$ cat src/rtl/img_arb_pkg.sv
// Shared types and default widths for the image-pipeline round-robin arbiter.
package img_arb_pkg;

  typedef enum logic [1:0] {
    MODE_DROP   = 2'b00,
    MODE_SINGLE = 2'b01,
    MODE_BURST  = 2'b10,
    MODE_LOCK   = 2'b11
  } arb_mode_e;

  typedef enum logic [1:0] {
    ST_IDLE  = 2'b00,
    ST_GRANT = 2'b01,
    ST_LOCK  = 2'b10
  } arb_state_e;

  localparam int DEF_NUM_SLV   = 4;
  localparam int DEF_DATA_W    = 32;
  localparam int DEF_PV_W      = 8;
  localparam int DEF_MAX_BURST = 4;
  localparam int BEAT_CNT_W    = 4;

endpackage

$ cat src/rtl/img_arb_rr_pick.sv
// Rotate-priority picker: first set request at or after ptr, wrapping past NUM_SLV-1.
module img_arb_rr_pick
  import img_arb_pkg::*;
#(
  parameter int NUM_SLV = DEF_NUM_SLV,
  parameter int SRC_W   = $clog2(DEF_NUM_SLV)
) (
  input  logic [NUM_SLV-1:0] req,
  input  logic [SRC_W-1:0]   ptr,
  output logic [NUM_SLV-1:0] onehot,
  output logic [SRC_W-1:0]   idx,
  output logic               any
);

  always_comb begin
    int j;
    onehot = '0;
    idx    = '0;
    any    = 1'b0;
    j      = 0;
    for (int i = 0; i < NUM_SLV; i++) begin
      j = int'(ptr) + i;
      if (j >= NUM_SLV) j = j - NUM_SLV;
      if (!any && req[j]) begin
        any       = 1'b1;
        idx       = j[SRC_W-1:0];
        onehot[j] = 1'b1;
      end
    end
  end

endmodule

$ cat src/rtl/img_arb_rr.sv
// img_arb_rr: N-slave round-robin arbiter merging pixel-word streams into one write FIFO.
// Define ARB_PERF_CNT_EN to add per-slave saturating accepted-beat counters (perf_cnt/perf_clr).
module img_arb_rr
  import img_arb_pkg::*;
#(
  parameter int NUM_SLV   = DEF_NUM_SLV,
  parameter int DATA_W    = DEF_DATA_W,
  parameter int PV_W      = DEF_PV_W,
  parameter int MAX_BURST = DEF_MAX_BURST,
  localparam int SRC_W    = $clog2(NUM_SLV)
) (
  input  logic                      clk,
  input  logic                      rst_n,
  input  logic [NUM_SLV-1:0]        slv_data_valid,
  input  logic [2*NUM_SLV-1:0]      slv_mode,
  input  logic [PV_W*NUM_SLV-1:0]   slv_proc_valid,
  input  logic [DATA_W*NUM_SLV-1:0] slv_data,
  output logic [NUM_SLV-1:0]        slv_ready,
  input  logic                      fifo_full,
  input  logic                      mstr_cmplt,
  output logic                      fifo_wr_en,
  output logic [DATA_W-1:0]         fifo_wr_data,
  output logic [PV_W-1:0]           fifo_wr_pv,
  output logic [SRC_W-1:0]          fifo_wr_src,
  output logic                      arb_busy
`ifdef ARB_PERF_CNT_EN
  ,
  input  logic                      perf_clr,
  output logic [16*NUM_SLV-1:0]     perf_cnt
`endif
);

  localparam logic [BEAT_CNT_W-1:0] BURST_LAST = BEAT_CNT_W'(MAX_BURST - 1);

  arb_state_e            state_q, state_d;
  arb_mode_e             gmode_q, gmode_d;
  logic [SRC_W-1:0]      grant_q, grant_d, rr_ptr_q, rr_ptr_d;
  logic [BEAT_CNT_W-1:0] beat_cnt_q, beat_cnt_d;
  logic                  fifo_wr_en_q, fifo_wr_en_d;
  logic [DATA_W-1:0]     fifo_wr_data_q, fifo_wr_data_d;
  logic [PV_W-1:0]       fifo_wr_pv_q, fifo_wr_pv_d;
  logic [SRC_W-1:0]      fifo_wr_src_q, fifo_wr_src_d;

  logic [NUM_SLV-1:0]    cand, pick_onehot;
  logic [SRC_W-1:0]      pick_idx, grant_next;
  logic                  pick_any, accept, rel_grant;
  logic [1:0]            pick_mode_raw;

  always_comb begin
    cand          = '0;
    pick_mode_raw = '0;
    for (int i = 0; i < NUM_SLV; i++) begin
      cand[i] = slv_data_valid[i] && (slv_mode[2*i +: 2] != MODE_DROP);
      if (pick_onehot[i]) pick_mode_raw = slv_mode[2*i +: 2];
    end
  end

  img_arb_rr_pick #(
    .NUM_SLV (NUM_SLV),
    .SRC_W   (SRC_W)
  ) u_pick (
    .req    (cand),
    .ptr    (rr_ptr_q),
    .onehot (pick_onehot),
    .idx    (pick_idx),
    .any    (pick_any)
  );

  // Drop-mode slaves are drained while idle so a stray beat never stalls its source.
  always_comb begin
    slv_ready = '0;
    if (state_q == ST_IDLE) begin
      for (int i = 0; i < NUM_SLV; i++)
        slv_ready[i] = slv_data_valid[i] && (slv_mode[2*i +: 2] == MODE_DROP);
    end else if (!fifo_full) begin
      slv_ready[grant_q] = 1'b1;
    end
  end

  assign accept     = (state_q != ST_IDLE) && slv_data_valid[grant_q] && !fifo_full;
  assign grant_next = (grant_q == SRC_W'(NUM_SLV - 1)) ? '0 : grant_q + SRC_W'(1);

  always_comb begin
    state_d    = state_q;
    gmode_d    = gmode_q;
    grant_d    = grant_q;
    rr_ptr_d   = rr_ptr_q;
    beat_cnt_d = beat_cnt_q;
    rel_grant  = 1'b0;
    case (state_q)
      ST_IDLE: begin
        if (pick_any) begin
          grant_d    = pick_idx;
          gmode_d    = arb_mode_e'(pick_mode_raw);
          beat_cnt_d = '0;
          state_d    = (arb_mode_e'(pick_mode_raw) == MODE_LOCK) ? ST_LOCK : ST_GRANT;
        end
      end
      ST_GRANT: begin
        if (gmode_q == MODE_BURST) begin
          if (accept) begin
            if (beat_cnt_q == BURST_LAST) rel_grant = 1'b1;
            else                          beat_cnt_d = beat_cnt_q + BEAT_CNT_W'(1);
          end else if (!slv_data_valid[grant_q]) begin
            rel_grant = 1'b1;
          end
        end else if (accept) begin
          rel_grant = 1'b1;
        end
      end
      ST_LOCK: begin
        if (mstr_cmplt) rel_grant = 1'b1;
      end
      default: state_d = ST_IDLE;
    endcase
    if (rel_grant) begin
      state_d    = ST_IDLE;
      rr_ptr_d   = grant_next;
      beat_cnt_d = '0;
    end
  end

  always_comb begin
    fifo_wr_en_d   = accept;
    fifo_wr_data_d = fifo_wr_data_q;
    fifo_wr_pv_d   = fifo_wr_pv_q;
    fifo_wr_src_d  = fifo_wr_src_q;
    if (accept) begin
      fifo_wr_data_d = slv_data[grant_q*DATA_W +: DATA_W];
      fifo_wr_pv_d   = slv_proc_valid[grant_q*PV_W +: PV_W];
      fifo_wr_src_d  = grant_q;
    end
  end

  always_ff @(posedge clk or negedge rst_n) begin
    if (!rst_n) begin
      state_q        <= ST_IDLE;
      gmode_q        <= MODE_DROP;
      grant_q        <= '0;
      rr_ptr_q       <= '0;
      beat_cnt_q     <= '0;
      fifo_wr_en_q   <= 1'b0;
      fifo_wr_data_q <= '0;
      fifo_wr_pv_q   <= '0;
      fifo_wr_src_q  <= '0;
    end else begin
      state_q        <= state_d;
      gmode_q        <= gmode_d;
      grant_q        <= grant_d;
      rr_ptr_q       <= rr_ptr_d;
      beat_cnt_q     <= beat_cnt_d;
      fifo_wr_en_q   <= fifo_wr_en_d;
      fifo_wr_data_q <= fifo_wr_data_d;
      fifo_wr_pv_q   <= fifo_wr_pv_d;
      fifo_wr_src_q  <= fifo_wr_src_d;
    end
  end

  assign fifo_wr_en   = fifo_wr_en_q;
  assign fifo_wr_data = fifo_wr_data_q;
  assign fifo_wr_pv   = fifo_wr_pv_q;
  assign fifo_wr_src  = fifo_wr_src_q;
  assign arb_busy     = (state_q != ST_IDLE);

`ifdef ARB_PERF_CNT_EN
  logic [NUM_SLV-1:0][15:0] perf_cnt_q, perf_cnt_d;

  // Clear wins over a same-cycle increment; counters stick at all-ones.
  always_comb begin
    perf_cnt_d = perf_cnt_q;
    for (int i = 0; i < NUM_SLV; i++) begin
      if (perf_clr)
        perf_cnt_d[i] = '0;
      else if (accept && (grant_q == SRC_W'(i)) && (perf_cnt_q[i] != 16'hFFFF))
        perf_cnt_d[i] = perf_cnt_q[i] + 16'd1;
    end
  end

  always_ff @(posedge clk or negedge rst_n) begin
    if (!rst_n) perf_cnt_q <= '0;
    else        perf_cnt_q <= perf_cnt_d;
  end

  assign perf_cnt = perf_cnt_q;
`endif

endmodule

$ cat config.mk
export PLATFORM = sky130hd
export DESIGN_NAME = img_arb_rr
export DESIGN_NICKNAME = d
export VERILOG_FILES = /design/src/rtl/img_arb_pkg.sv /design/src/rtl/img_arb_rr_pick.sv /design/src/rtl/img_arb_rr.sv
export SDC_FILE = /design/constraint.sdc
export NUM_CORES = 1
export LEC_CHECK = 0
export ABC_AREA = 1
export BUFFER_PORTS_ARGS = -buffer_cell sky130_fd_sc_hd__buf_2
export CAP_MARGIN = 10
export CORE_MARGIN = 2
export CORE_UTILIZATION = 46
export DETAILED_ROUTE_END_ITERATION = 10
export GPL_TIMING_DRIVEN = 0
export HOLD_SLACK_MARGIN = 0.05
export PLACE_DENSITY_LB_ADDON = 0.08
export RECOVER_POWER = 25
export SYNTH_ARGS = -nofsm -noshare
export SYNTH_HDL_FRONTEND = slang
export SYNTH_HIERARCHICAL = 1
export SYNTH_SLANG_ARGS = --single-unit
$ cat constraint.sdc
create_clock -name clk -period 2.68 [get_ports clk]
set_input_delay 0.134 -clock clk [delete_from_list [all_inputs] [get_ports clk]]
set_output_delay 0.134 -clock clk [all_outputs]
set_load 0.01 [all_outputs]
Yosys cells after proc, flatten, opt, wreduce, memory -nomap -nowiden

Cells that the tools add are included.
W data, S select, Z words.

Flip-flop bits (word level): 55
Output and inout bits: 48

Add/subtract/negate cells: 9
Reduce and logical (&&, ||, !) cells: 37
Magnitude comparators: 14
Eq/ne operators: 11
Shift operators: 2
Muxes and demuxes: 64
Bitwise operators: 3

Operators with widths:

| kind                    | number |
|---|---|
| $ge A32 B1 Y1 const B   | 4 |
| $lt A32 B4 Y1 const B   | 4 |
| $mux W32                | 4 |
| $shiftx A128 B8 Y32     | 1 |
| $ge A32 B4 Y1 const B   | 3 |
| $sub A32 B4 Y32 const B | 3 |
| $mux W4                 | 11 |
| $shiftx A32 B6 Y8       | 1 |
| $mux W1                 | 24 |
| $mux W2                 | 12 |
| $logic_and A1 B1 Y1     | 18 |
| $ne A3 B3 Y1 const B    | 4 |
| $or A4 B4 Y4            | 3 |
| $bmux W1 S2             | 5 |
| $demux W1 S2            | 5 |
| $logic_not A2 Y1        | 5 |
| $reduce_bool A2 Y1      | 5 |
| $eq A2 B2 Y1 const B    | 4 |
| $pmux W4 S2             | 1 |
| $add A2 B2 Y3 const B   | 2 |
| $reduce_and A5 Y1       | 1 |
| $add A4 B1 Y4 const B   | 1 |
| $eq A4 B2 Y1 const B    | 1 |
| $logic_not A1 Y1        | 4 |
| other kinds (13)        | 14 |

Logic depth before layout (Yosys ltp)

Gate-level depths: netlist of the first run.

Depth after elaboration: 24
Mapped depth: 20

Modules after synthesis

The synthesis of the first run kept the hierarchy.

Modules (own cells, without submodules):

| module          | seq. area each (um2) | times used | cells an instance | area an instance (um2) |
|---|---|---|---|---|
| img_arb_rr      | 1,376.3              | 1          | 541               | 3,616.0 |
| img_arb_rr_pick | 0.0                  | 1          | 77                | 473.0 |

Least setup slack after synthesis of the first run

OpenSTA, ideal clock, no wires.

Kind: register to register
Start point: register rr_ptr_q[0]
End point: register state_q[1]
Setup slack: 0.315 ns
Clock period less this slack: 2.365 ns
Stages on the path, launching flop included: 19
Path buffers: 1
Data arrival time: 2.252 ns
Cell sequence: dfrtp_1 -> inv_2 -> ha_1 -> inv_1 -> nand2_1 -> nand2_2 -> nor2_4 -> buf_6 -> nand4_1 -> nand3_1 -> inv_1 -> nand3_1 -> a21oi_1 -> o21ai_0 -> nand2_1 -> nand3_1 -> nand2_1 -> nand2_1 -> inv_1

Elaborated cells between the ends (all ways): 75
Classes of those cells: add/sub (7); order compare (12); eq/ne (2); mux (40); bitwise (3); reduce/logical (11)

RTL lines:

| what                                                     | RTL line              | text |
|---|---|---|
| start, declared                                          | img_arb_rr.sv:37      | `logic [SRC_W-1:0] grant_q, grant_d, rr_ptr_q, rr_ptr_d;` |
| start signal, assigned                                   | img_arb_rr.sv:150     | `rr_ptr_q <= rr_ptr_d;` |
| branches (longest 14 deep; another with $sub A32 B4 Y32) | n/a                   |  |
| $mux W4 *                                                | img_arb_rr_pick.sv:24 | `if (!any && req[j]) begin` |
| net pick_onehot[1]                                       | img_arb_rr.sv:44      | `logic [NUM_SLV-1:0] cand, pick_onehot;` |
| $mux W2 * (3 in series)                                  | img_arb_rr.sv:54      | `if (pick_onehot[i]) pick_mode_raw = slv_mode[2*i +: 2];` |
| $eq A2 B2 Y1 *                                           | img_arb_rr.sv:96      | `state_d = (arb_mode_e'(pick_mode_raw) == MODE_LOCK) ? ST_LOCK : ST_GRANT;` |
| $mux W2 *                                                | img_arb_rr.sv:96      |  |
| $mux W2 *                                                | img_arb_rr.sv:92      | `if (pick_any) begin` |
| $pmux W2 S2 *                                            | img_arb_rr.sv:90      | `case (state_q)` |
| $mux W2 *                                                | img_arb_rr.sv:116     | `if (rel_grant) begin` |
| end signal, assigned                                     | img_arb_rr.sv:147     | `state_q <= state_d;` |
| end, declared                                            | img_arb_rr.sv:35      | `arb_state_e state_q, state_d;` |

Mark *: on every way through the listed nets, which the timed path passes. The select of a mux whose other input is x is not followed.
A chain may end at the register's enable or synchronous reset.

Worst setup path after layout of the first run

Start point: register rr_ptr_q[1]
End point: register state_q[0]

The elaborated chain is that of the path after synthesis.

==> results.cfg, run 1 <==
[power]
p_int_mw = 2.81
p_sw_share_pct = 51.8
p_per_area_nw_per_um2 = 1060
p_sw_mw = 3.02
pwr-share-seq_pct = 24.8
max-vdd-ir-drop_mv = 0.509
power.leakage_nw = 3.04
p_clk_share_pct = 8.5
p_comb_share_pct = 66.7

[setup_path]
critPathArrivalTime_ps = 2700
worst-path-stages = 18
path_class = reg -> reg
r2r_setup_slack_ps = 200
critPathLaunch = rr_ptr_q[1]
worst-path-buf-inv = 4
reg2reg_depth = 18
critPathMaxStageDelay_ps = 450
rr_startpoint = rr_ptr_q[1]
worstSetupStartpointType = flip-flop
cp-end-kind = flip-flop
path_common_cell = nand2_1
crit_family = simple AND/OR/NAND/NOR gates
worstReg2RegEnd = state_q[0]
critPathMaxFanout = 7
crit_required_ps = 2900
cp-endpoint = state_q[0]
crit_chain = inv_1 -> ha_4 -> inv_1 -> nand3_1 -> nand2_1 -> nor2_4 -> a21oi_1 -> nand3_1 -> inv_1 -> nand3_1 -> a21oi_1 -> o21ai_0 -> nand2_1 -> nand2_1 -> nand2_1 -> nand2_1 -> nand2_1 -> inv_1
slowest_stage = dfrtp_2

[placed_design]
placedInstanceArea_um2 = 5340
io_buffers = 223
post-place-ws_ps = -131
place_congestion = 0.939
dp_hpwl_um = 11200

[synthesis]
avgSynthCellArea_um2 = 6.62
synth_nets = 810
yosys_register_bits = 55
ys_seq_area_share_pct = 33.7
synth_top_area_share_pct = 33.7
ys_top_cells_by_area = dfrtp_1 34%, nand2_1 16%, o21ai_0 11%
syn_inst = 618
syn_area_um2 = 4090
yosysTopAreaCell = dfrtp_1
synthDistinctLibCells = 27
yosys_warnings = 6

[final_layout]
n_antenna_cell = 0
nets = 1044
n_fill_cell = 839
design_area_um2 = 5480
areaGrowthSynthToFinish_pct = 34.1
drive_above_1_share_pct = 31.5

[timing]
fin_ws_ps = 201
setup_viol_count_final = 0
slew_viol_final = 0
fin_crit_ps = 2480
relSlewSlack_pct = 6.90
worstMarginPinSlew_ps = 1400
tns_ps = 0
fmax_mhz = 403
skew_ps = 13.5
finalHoldViolCount = 0
fin_crit_sh_pct = 92.5

[flow_run]
drv_cap = 0

[hold_path]
hold_path_depth = 3
worstHoldPathType = in -> reg
hp-start = slv_mode[6]

[floorplanning]
die_w_um = 98.3
dieArea_um2 = 9660
io-pin-count = 224
start_util_pct = 47.1
core_area_um2 = 8680
fp-row-count = 34
die_h_um = 98.3

[clock_network]
clk_path_buf_depth = 2
numCtsBuffers = 5
clock_latency_ps = 320
root_buffer = clkbuf_8
clk_pin_slew_ps = 100
cts.sinks = 55
h-tree-depth = 2
cts_tree = built

[status]
outcome = completed

[drt]
via_count = 5108
first_iter_violations = 261
drtAntennaViolNets = 0
vias_per_cell = 5.32
first_pass_iters = 6
routedWlPerCell_um = 15.1
drc = 0
drt-total-wl_um = 14500

[global_routing]
grt_pass1_vias = 5074
grt_pass1_wl_um = 23600
grt_max_degree = 56
grt_usage_pct = 29.6
grt_overflow = 0
grt_antenna_before_repair = 0
==> power by group through the flow <==
stage / clock [mW] / combinational [mW] / sequential, mW
after floorplan: 0 / 2.41 / 1.58
after global placement: 0 / 3.65 / 1.46
after detailed placement: 0 / 3.74 / 1.47
after CTS: 0.504 / 3.79 / 1.45
after global routing: 0.535 / 4.36 / 1.49
final: 0.497 / 3.89 / 1.44
==> logic make-up after synthesis <==
family | count (synthesis) | synth area share (%)
flops | 55 | 33.7
simple gates | 332 | 34.2
fa+ha+maj | 16 | 4.90
buf+inv | 66 | 6.82
compound gates | 147 | 20.0
xor+xnor | 2 | 0.428
==> what timing repair did <==
action,CTS,global route
endpoints found under the setup margin,6,8
pin swaps,0,0
buffers inserted,1,2
gates resized for setup,2,3
hold buffers,0,1
endpoints found under the hold margin,0,55
==> layout by cell type, fill, tap and decap left out, drive strengths merged <==
| cell | synthesis | final |
|---|---|---|
| a21boi | 4 | 4 |
| a21oi | 9 | 9 |
| a31oi | 1 | 1 |
| a32o | 4 | 4 |
| and2b | 1 | 1 |
| buf | 10 | 231 |
| clkbuf | 26 | 38 |
| clkinv | 0 | 1 |
| dfrtp | 55 | 55 |
| dlygate4sd3 | 0 | 1 |
| ha | 16 | 16 |
| inv | 30 | 30 |
| nand2 | 191 | 191 |
| nand3 | 33 | 33 |
| nand4 | 7 | 7 |
| nor2 | 98 | 98 |
| o21ai | 89 | 89 |
| o22ai | 40 | 40 |
| or2 | 2 | 2 |
| xnor2 | 1 | 1 |
| xor2 | 1 | 1 |
==> routing by layer <==
metal | vias up | track usage [%] | routed length [um]
met1 | 2338 | 38.5 | 6190
met2 | 221 | 50.2 | 7000
li1 | 2515 | - | -
met5 | - | 0 | 0
met3 | 34 | 5.08 | 968
met4 | 0 | 9.38 | 331
==> synth_stat cells, drive strengths merged <==
cell type and number:
nand2 191, nor2 98, o21ai 89, dfrtp 55, o22ai 40, nand3 33, inv 30, clkbuf 26
ha 16, buf 10, a21oi 9, nand4 7, a21boi 4, a32o 4, or2 2, a31oi 1
and2b 1, xnor2 1, xor2 1
==> tightest hold or removal path: stages <==
cell,delay (ps)
buf_2,100
nand2_1,70
a31oi_1,90
==> registers in the layout, summed over array words and instances (netlist names) <==
name and count:
fifo_wr_src 2, beat_cnt_q 4, fifo_wr_pv 8, state_q 2, fifo_wr_en 1, gmode_q 2
grant_q 2, rr_ptr_q 2, fifo_wr_data 32
==> metrics by stage <==
step                      util [%]  hold WS (ps)  power (mW)  cells
after global routing          63.2           134        6.39    961
after floorplan                  -          -162        3.99    618
final                         63.2           112        5.84    961
after global placement        61.5           432        5.12    949
after detailed placement      61.5           446        5.21    949
after CTS                     62.7           108        5.74    958
==> layout make-up <==
class,instances,area [um2],area share [%]
Buffer,36,166,3.04
Clock buffer,7,86.3,1.57
Clock inverter,1,8.76,0.160
Inverter,30,113,2.05
Multi-Input combinational cell,497,2450,44.7
Sequential cell,55,1380,25.1
Tap cell,108,135,2.46
Timing Repair Buffer,227,1140,20.9
==> worst min-delay path by stage <==
stage                    end  slack (ps)
3_3_place_gp      gmode_q[0]         430
3_5_place_dp      gmode_q[0]         450
4_1_cts           gmode_q[0]         110
6_report          gmode_q[0]         110
2_1_floorplan  beat_cnt_q[0]        -160
5_1_grt           gmode_q[0]         130
Power figures use the tool's default switching activity.
==> run 2: changes to the inputs <==
- CORE_UTILIZATION: 46 -> 49
- clock period: 2.68 -> 2.87 ns (I/O delays scaled with it)
==> results.cfg, run 2 (synthesized netlist as in run 1, its figures left out) <==
[timing]
setup_viol_count_final = 0
finalHoldViolCount = 0
fin_crit_sh_pct = 91.2
relSlewSlack_pct = 41.6
tns_ps = 0
fmax_mhz = 382
rsz0062_at_grt = no
fin_crit_ps = 2620
slew_viol_final = 0
skew_ps = 4.63
worstMarginPinSlew_ps = 876
fin_ws_ps = 252

[setup_path]
crit_required_ps = 3140
critPathMaxFanout = 10
worstSetupStartpointType = flip-flop
rr_startpoint = rr_ptr_q[1]
worstReg2RegEnd = state_q[0]
critPathArrivalTime_ps = 2890
r2r_setup_slack_ps = 250
path_class = reg -> reg
reg2reg_depth = 19
cp-end-kind = flip-flop

[power]
p_sw_mw = 2.84
p_sw_share_pct = 52.6
p_int_mw = 2.56
p_per_area_nw_per_um2 = 989
p_clk_share_pct = 8.7
pwr-share-seq_pct = 25.5
power.leakage_nw = 2.93
max-vdd-ir-drop_mv = 0.420
p_comb_share_pct = 65.9

[final_layout]
final_common_cell = buf_2
areaGrowthSynthToFinish_pct = 33.7
nets = 1045
final_cells = 960
drive_above_1_share_pct = 27.5
mostFrequentLayoutCells = 191 x buf_2, 176 x nand2_1, 95 x nor2_1, 88 x o21ai_0, 66 x clkbuf_1
largest_reg_flops = 32
utilization_pct = 67.2
design_area_um2 = 5470

[clock_network]
clk_path_buf_depth = 2
clock_latency_ps = 320
clk_pin_slew_ps = 100
h-tree-depth = 2
numCtsBuffers = 5
root_buffer = clkbuf_8
cts_tree = built
cts.sinks = 55

[drt]
first_iter_violations = 223
first_pass_iters = 5
drt-total-wl_um = 14300
routedWlPerCell_um = 14.9
vias_per_cell = 5.39
drc = 0
drtAntennaViolNets = 0
via_count = 5174

[hold_path]
worstHoldPathType = in -> reg
hp-start = slv_mode[6]
min_to = gmode_q[0]
hold_path_depth = 3

[floorplanning]
core_area_um2 = 8130
start_util_pct = 50.3
fp-row-count = 33
die_h_um = 95.4
die_w_um = 95.4
io-pin-count = 224
dieArea_um2 = 9090

[placed_design]
dp_hpwl_um = 11200
io_buffers = 223
dp.cells = 947
place_congestion = 0.976
post-place-ws_ps = 44.4
placedInstanceArea_um2 = 5360

[global_routing]
grt_pass1_vias = 4808
grt_max_degree = 36
grt_pass1_wl_um = 22300
grt_usage_pct = 31.2
grt_overflow = 0
grt_antenna_before_repair = 1

[flow_run]
drv_cap = 0

[status]
outcome = completed
==> run 2: metal layers <==
metal	global-route usage, %	wire, um	vias to the layer above
li1	-	-	2522
met3	6.56	1020	31
met2	53.2	6940	223
met5	0	0	-
met4	10.4	332	0
met1	39.3	5970	2398
==> run 2: how the worst max path moves through the flow <==
stage / start / end / slack (ps) / cells after the start
after global placement: rr_ptr_q[0] / state_q[1] / 100 / 17
after floorplan: rr_ptr_q[0] / state_q[1] / 510 / 18
after detailed placement: rr_ptr_q[0] / state_q[1] / 40 / 17
after CTS: rr_ptr_q[0] / state_q[1] / 30 / 17
final: rr_ptr_q[1] / state_q[0] / 250 / 19
after global routing: rr_ptr_q[1] / state_q[0] / 50 / 19
==> run 2: per-stage QoR <==
stage | hold WS, ps | total power [mW]
floorplan | -152 | 3.72
global placement | 441 | 4.77
detailed placement | 307 | 4.87
CTS | 104 | 5.36
global route | 97.6 | 5.91
finish | 115 | 5.40
==> run 2: worst max-delay path, stage by stage, from the launching register on <==
cell and delay (ps):
dfrtp_2 470, inv_1 180, ha_4 330, inv_1 70, nand2_1 80, nand2_2 60, nor2_4 130, buf_6 150
nand4_1 90, nand3_1 140, inv_1 70, nand3_1 70, a21oi_1 70, o21ai_0 230, nand2_1 120, nand2_1 90
nand2_1 50, nand2_1 70, nand2_1 50, inv_1 40
==> run 2: area by class of cell <==
type                    instances  area (um2)
fillers                       750        2670
diodes                          1        2.50
plain buffers                  36         166
repair buffers                228        1130
clock buffers                   7        86.3
well taps                     105         131
multi-input cells             497        2450
inverters                      30         113
flip-flops and latches         55        1380
clock inverters                 1        8.76
==> run 2: power groups by stage <==
stage | logic (mW) | registers (mW) | clock network, mW
4_1_cts | 3.51 | 1.37 | 0.478
6_report | 3.56 | 1.38 | 0.468
5_1_grt | 3.99 | 1.42 | 0.501
3_3_place_gp | 3.41 | 1.36 | 0
2_1_floorplan | 2.25 | 1.47 | 0
3_5_place_dp | 3.50 | 1.38 | 0
==> run 2: what timing repair did <==
action                     CTS  global route
hold buffers                 1             0
setup endpoints to repair    0             7
buffers inserted             0             3
hold endpoints to repair    34             0
resized for setup            0             4
